`config.mk`:
```
export PLATFORM = sky130hd
export DESIGN_NAME = nibble_serial_adder
export DESIGN_NICKNAME = d
export VERILOG_FILES = /design/src/rtl/nibble_serial_adder.sv
export SDC_FILE = /design/constraint.sdc
export NUM_CORES = 1
export LEC_CHECK = 0
export ABC_AREA = 1
export BUFFER_PORTS_ARGS = -buffer_cell sky130_fd_sc_hd__buf_2
export CORE_MARGIN = 2
export CORE_UTILIZATION = 47
export DETAILED_ROUTE_END_ITERATION = 8
export PLACE_DENSITY = 0.75
export SLEW_MARGIN = 30
export SYNTH_ARGS = -nofsm -noshare
export SYNTH_HDL_FRONTEND = slang
export SYNTH_SLANG_ARGS = --single-unit
```
`constraint.sdc`:
```
create_clock -name clk_i -period 2.2 [get_ports clk_i]
set_input_delay 0.22 -clock clk_i [delete_from_list [all_inputs] [get_ports clk_i]]
set_output_delay 0.22 -clock clk_i [all_outputs]
set_load 0.01 [all_outputs]
```
`src/rtl/nibble_serial_adder.sv`:
```
// ---------------------------------------------------------------------------
// nibble_serial_adder
//
// Adds two 4*NIBBLES-bit operands plus a carry in, one nibble per clock,
// through one 4-bit full-adder stage (full_adder_4bit_st). The carry out of
// each nibble is registered and fed back as the carry in of the next nibble.
//
// Handshakes (valid/ready): a transfer happens on a rising edge where both
// valid and ready are 1. The producer holds a_i/b_i/cin_i while in_valid_i is
// high and in_ready_o is low. The result (s_o, cout_o, ovf_o) is held stable
// while out_valid_o is high and out_ready_i is low. Both ready and valid
// outputs are decodes of the state register only.
//
// Optional feature macro: NSA_OVERFLOW_EN
//   defined   -> ovf_o reports signed overflow of the full-width sum
//   undefined -> ovf_o is tied to 0 and no overflow logic exists
//
// Ports:
//   clk_i         clock, all state changes on rising edge
//   rst_i         synchronous active-high reset
//   in_valid_i    operand set valid
//   in_ready_o    block can accept operands (IDLE)
//   a_i, b_i      operands, 4*NIBBLES bits, sampled on accept
//   cin_i         initial carry in, sampled on accept
//   out_valid_o   result valid (DONE)
//   out_ready_i   consumer takes result
//   s_o           sum, meaningful while out_valid_o=1
//   cout_o        carry out of the most significant nibble
//   ovf_o         signed overflow (see macro above)
//   busy_o        high in ADD or DONE
//   dbg_state_o   current FSM state (0=IDLE, 1=ADD, 2=DONE)
// ---------------------------------------------------------------------------

// Single 4-bit full-adder stage: {c_o, s_o} = a_i + b_i + c_i.
module full_adder_4bit_st (
    input  logic [3:0] a_i,
    input  logic [3:0] b_i,
    input  logic       c_i,
    output logic [3:0] s_o,
    output logic       c_o
);
    assign {c_o, s_o} = {1'b0, a_i} + {1'b0, b_i} + {4'b0000, c_i};
endmodule

module nibble_serial_adder #(
    parameter int NIBBLES = 4
) (
    input  logic                   clk_i,
    input  logic                   rst_i,
    input  logic                   in_valid_i,
    output logic                   in_ready_o,
    input  logic [4*NIBBLES-1:0]   a_i,
    input  logic [4*NIBBLES-1:0]   b_i,
    input  logic                   cin_i,
    output logic                   out_valid_o,
    input  logic                   out_ready_i,
    output logic [4*NIBBLES-1:0]   s_o,
    output logic                   cout_o,
    output logic                   ovf_o,
    output logic                   busy_o,
    output logic [1:0]             dbg_state_o
);
    localparam int W     = 4 * NIBBLES;
    localparam int IDX_W = (NIBBLES > 1) ? $clog2(NIBBLES) : 1;

    typedef enum logic [1:0] {
        S_IDLE = 2'd0,
        S_ADD  = 2'd1,
        S_DONE = 2'd2
    } state_e;

    state_e            state_q;
    logic [W-1:0]      a_q;
    logic [W-1:0]      b_q;
    logic [W-1:0]      s_q;
    logic              carry_q;
    logic              cout_q;
    logic [IDX_W-1:0]  idx_q;
    logic [IDX_W-1:0]  idx_d;

    logic [3:0]        nib_a;
    logic [3:0]        nib_b;
    logic [3:0]        sum4;
    logic              stage_c;
    logic              last_nib;

    // Bit offset of the current nibble; idx never exceeds NIBBLES-1.
    always_comb begin
        nib_a = a_q[{idx_q, 2'b00} +: 4];
        nib_b = b_q[{idx_q, 2'b00} +: 4];
    end

    full_adder_4bit_st u_stage (
        .a_i (nib_a),
        .b_i (nib_b),
        .c_i (carry_q),
        .s_o (sum4),
        .c_o (stage_c)
    );

    assign last_nib = (idx_q == IDX_W'(NIBBLES - 1));
    assign idx_d    = idx_q + 1'b1;

`ifdef NSA_OVERFLOW_EN
    logic ovf_q;
    logic msb_carry_in;
    // Carry into bit 3 of the stage recovered from the sum bit:
    // s3 = a3 ^ b3 ^ c3  =>  c3 = a3 ^ b3 ^ s3.
    assign msb_carry_in = nib_a[3] ^ nib_b[3] ^ sum4[3];
`endif

    always_ff @(posedge clk_i) begin
        if (rst_i) begin
            state_q <= S_IDLE;
            a_q     <= '0;
            b_q     <= '0;
            s_q     <= '0;
            carry_q <= 1'b0;
            cout_q  <= 1'b0;
            idx_q   <= '0;
`ifdef NSA_OVERFLOW_EN
            ovf_q   <= 1'b0;
`endif
        end else begin
            case (state_q)
                S_IDLE: begin
                    // in_ready is 1 throughout IDLE, so in_valid alone is an accept.
                    if (in_valid_i) begin
                        a_q     <= a_i;
                        b_q     <= b_i;
                        carry_q <= cin_i;
                        idx_q   <= '0;
                        s_q     <= '0;
                        cout_q  <= 1'b0;
`ifdef NSA_OVERFLOW_EN
                        ovf_q   <= 1'b0;
`endif
                        state_q <= S_ADD;
                    end
                end
                S_ADD: begin
                    s_q[{idx_q, 2'b00} +: 4] <= sum4;
                    carry_q                  <= stage_c;
                    if (last_nib) begin
                        // idx stays at NIBBLES-1 rather than wrapping.
                        cout_q  <= stage_c;
`ifdef NSA_OVERFLOW_EN
                        ovf_q   <= msb_carry_in ^ stage_c;
`endif
                        state_q <= S_DONE;
                    end else begin
                        idx_q <= idx_d;
                    end
                end
                S_DONE: begin
                    if (out_ready_i) begin
                        state_q <= S_IDLE;
                    end
                end
                default: begin
                    state_q <= S_IDLE;
                end
            endcase
        end
    end

    assign in_ready_o  = (state_q == S_IDLE);
    assign out_valid_o = (state_q == S_DONE);
    assign busy_o      = (state_q != S_IDLE);
    assign s_o         = s_q;
    assign cout_o      = cout_q;
    assign dbg_state_o = state_q;
`ifdef NSA_OVERFLOW_EN
    assign ovf_o       = ovf_q;
`else
    assign ovf_o       = 1'b0;
`endif

endmodule

```
==> run metrics <==
status finished, final reports clean; DRC viols 0; top_reg_cell synth dfxtp_1; Synth Instances 328; placed cells 450; Sw Ratio 30.35%; Worst Setup Path Type reg2reg; clock root buffer clkbuf_8; RSZ-0062 raised after global routing true; # IOs 60; Syn Nets 374; syn_area_per_cell 7.435 um2; PwrDens 776.8 nW/um2; Die W 76.03 um; Tcrit/Tclk final 98.21%; DRT iter0 DRCs 114; DR vias/cell 4.917; TritonRoute pass-1 iters 4; Core Box Area 5042 um2; Distinct cells, synth 28; Final #Nets 434; CP Cell Sequence buf_6 > o21ai_2 > o22ai_2 > fa_2 > fa_2 > nand2_1 > a21oi_1 > o21ai_1 > a31oi_1; Synth Area in Adders 5.233%; post-synthesis simple-gate area fraction 25.30%; Gate power share 24.8%; final non-filler cell total 459; GPL Wtd Cong 0.8412; DP Wirelength 3988 um; CP max stage cell fa_2; Post-synth EDFFs 0; Leakage Power 1.320 nW; Int Pwr 0.001616 W; Register Area 1082 um2; Post-Synth XOR/XNOR Area 0.3592%; worst endpoint required time 2.39 ns; Max Freq 0.4628 GHz; complex-gate fraction of the synthesized area 18.21%; commonest non-fill, non-tap cell in the layout nor2_1; Place WS -0.07263 ns; Clk pwr share 28.5%; n_diodes 0; register area share after synthesis 44.33%; first-pass GRT wire length 9018 um; fill count 475; cell mode on critical path fa_2; Seq pwr share 46.8%; maximum vdd drop 0.5024 mV; Avg WL per Cell 11.68 um; share of flip-flops with an asynchronous set or reset 0%; final hold violations 0; Slowest Stage Delay on Critical Path 0.38 ns; CTS tree built; Crit Path Max Fanout 12; GRT overflow 0; Area Growth Syn to Fin 22.47%; layout cells sized above 1 27.51%; PortBufs 58; Yosys warning total 0; drt total wl 5359 um; Crit path buffers/inverters 1; #FFs+latches synth 54; Skew-Pair Late Insertion Delay 0.31 ns; Clock transition at path regs 0.09 ns; largest family of logic cells by synthesized area simple AND/OR/NAND/NOR gates; vias 2257; max-slew violation count 0; Switching Power 0.0007042 W; Clock Skew 0.004630 ns; Tmin final 2.161 ns; Syn Std Cell Area 2439 um2; multi-input logic area 1242 um2; num rows 26; Util after Layout 59.23%; GRT Overall Usage 19.08%; worst hold path class in2reg; clock buffer depth 2; starting density of the core 48.36%; Die ar. 5781 um2; final setup vio count 0; largest net degree at the start of global routing 37; total CTS buffers 5; most frequent cells in the layout nor2_1, buf_2, dfxtp_1; final hold slack 0.1487 ns; mux cell area share after synthesis 0%; CP startpoint kind register; H-tree depth 2; Die Span Y 76.03 um; initial antenna violation count 0; crit path setup slack, layout 0.03929 ns; Crit path max-delay family adder cells; final setup TNS 0 ns; vias in the first global route 2073; TritonCTS Sinks 54; Final ANT Viol Nets 0; critical path arrival 2.35 ns; max cap viols 0; Crit. End Element register
==> layout make-up <==
type                            instances  share of cell area, %
Multi-Input combinational cell        237                  41.60
Tap cell                               70                  2.933
Timing Repair Buffer                   70                  12.86
Sequential cell                        54                  36.24
Clock inverter                          3                  1.508
Inverter                               20                  2.556
Clock buffer                            5                  2.304
==> cell usage after synthesis (3+ instances only) <==
| master | instances | area, um2 |
|---|---|---|
| nand2_1 | 30 | 112.6 |
| dfxtp_1 | 54 | 1081 |
| ha_1 | 7 | 87.58 |
| a21oi_1 | 18 | 90.09 |
| inv_2 | 4 | 15.01 |
| nor2_1 | 90 | 337.8 |
| nand4_1 | 3 | 18.77 |
| buf_4 | 4 | 30.03 |
| o21ai_0 | 53 | 265.3 |
| o22ai_1 | 8 | 50.05 |
| clkbuf_1 | 11 | 41.29 |
| nand3_1 | 7 | 35.03 |
| inv_1 | 15 | 56.30 |
| nor2_2 | 3 | 18.77 |
==> worst min-delay path, delay by kind of cell <==
kind | cells | cell delay [ns]
AND/OR/NAND/NOR | 1 | 0.07
buffers and inverters | 1 | 0.07
AO/OA/AOI/OAI | 1 | 0.07
==> logic make-up (layout without fill, tap and decap cells) <==
| kind of cell | after synthesis | count (layout) |
|---|---|---|
| simple gates | 141 | 141 |
| compound gates | 85 | 85 |
| flops | 54 | 54 |
| buf+inv | 37 | 98 |
| fa+ha+maj | 9 | 9 |
| other cells | 1 | 1 |
| xor+xnor | 1 | 1 |
==> state kept, by name (all words and copies together) (netlist names) <==
signal / flops
idx_q: 2
a_q: 16
b_q: 16
s_o: 16
dbg_state_o: 2
cout_o: 1
carry_q: 1
==> worst paths after layout <==
path,start,to,slack (ns),depth (start not counted)
worst min register to register,s_o[9]$_SDFFE_PP0P_,s_o[9]$_SDFFE_PP0P_,0.46,2
worst min-delay path,a_i[7],a_q[7]$_SDFFE_PP0P_,0.15,3
worst max register to register,idx_q[0]$_SDFFE_PP0P_,carry_q$_SDFFE_PP0P_,0.04,9
worst max-delay path,idx_q[0]$_SDFFE_PP0P_,carry_q$_SDFFE_PP0P_,0.04,9
==> layer usage <==
| layer | share of wire, % | vias to the layer above | track usage, % | routed length (um) |
|---|---|---|---|---|
| met5 | 0 | - | 0 | 0 |
| li1 | - | 1186 | - | - |
| met3 | 4.4 | 10 | 4.502 | 238 |
| met2 | 50 | 53 | 34.55 | 2701 |
| met4 | 1.7 | 0 | 5.818 | 89 |
| met1 | 43 | 1008 | 22.37 | 2329 |
==> stage by stage <==
stage,area (um2),total power (W)
6_report,2987,0.002320
3_5_place_dp,2824,0.001643
3_3_place_gp,2824,0.001630
2_1_floorplan,2451,0.001467
4_1_cts,2940,0.002299
5_1_grt,2987,0.002452
==> power by group through the flow <==
stage | clock network, W | registers (W) | logic, W
detailed placement | 0 | 0.00111 | 0.000535
floorplan | 0 | 0.00110 | 0.000364
global route | 0.000710 | 0.00110 | 0.000646
finish | 0.000660 | 0.00109 | 0.000574
global placement | 0 | 0.00111 | 0.000523
CTS | 0.000675 | 0.00109 | 0.000539
==> what timing repair did <==
action,4_1_cts,5_1_grt
buffers inserted,0,1
resized for setup,2,15
cloned,0,0
pin swaps,0,1
hold buffers,0,0
endpoints found under the setup margin,7,14
(Power assumes the default switching activity.)
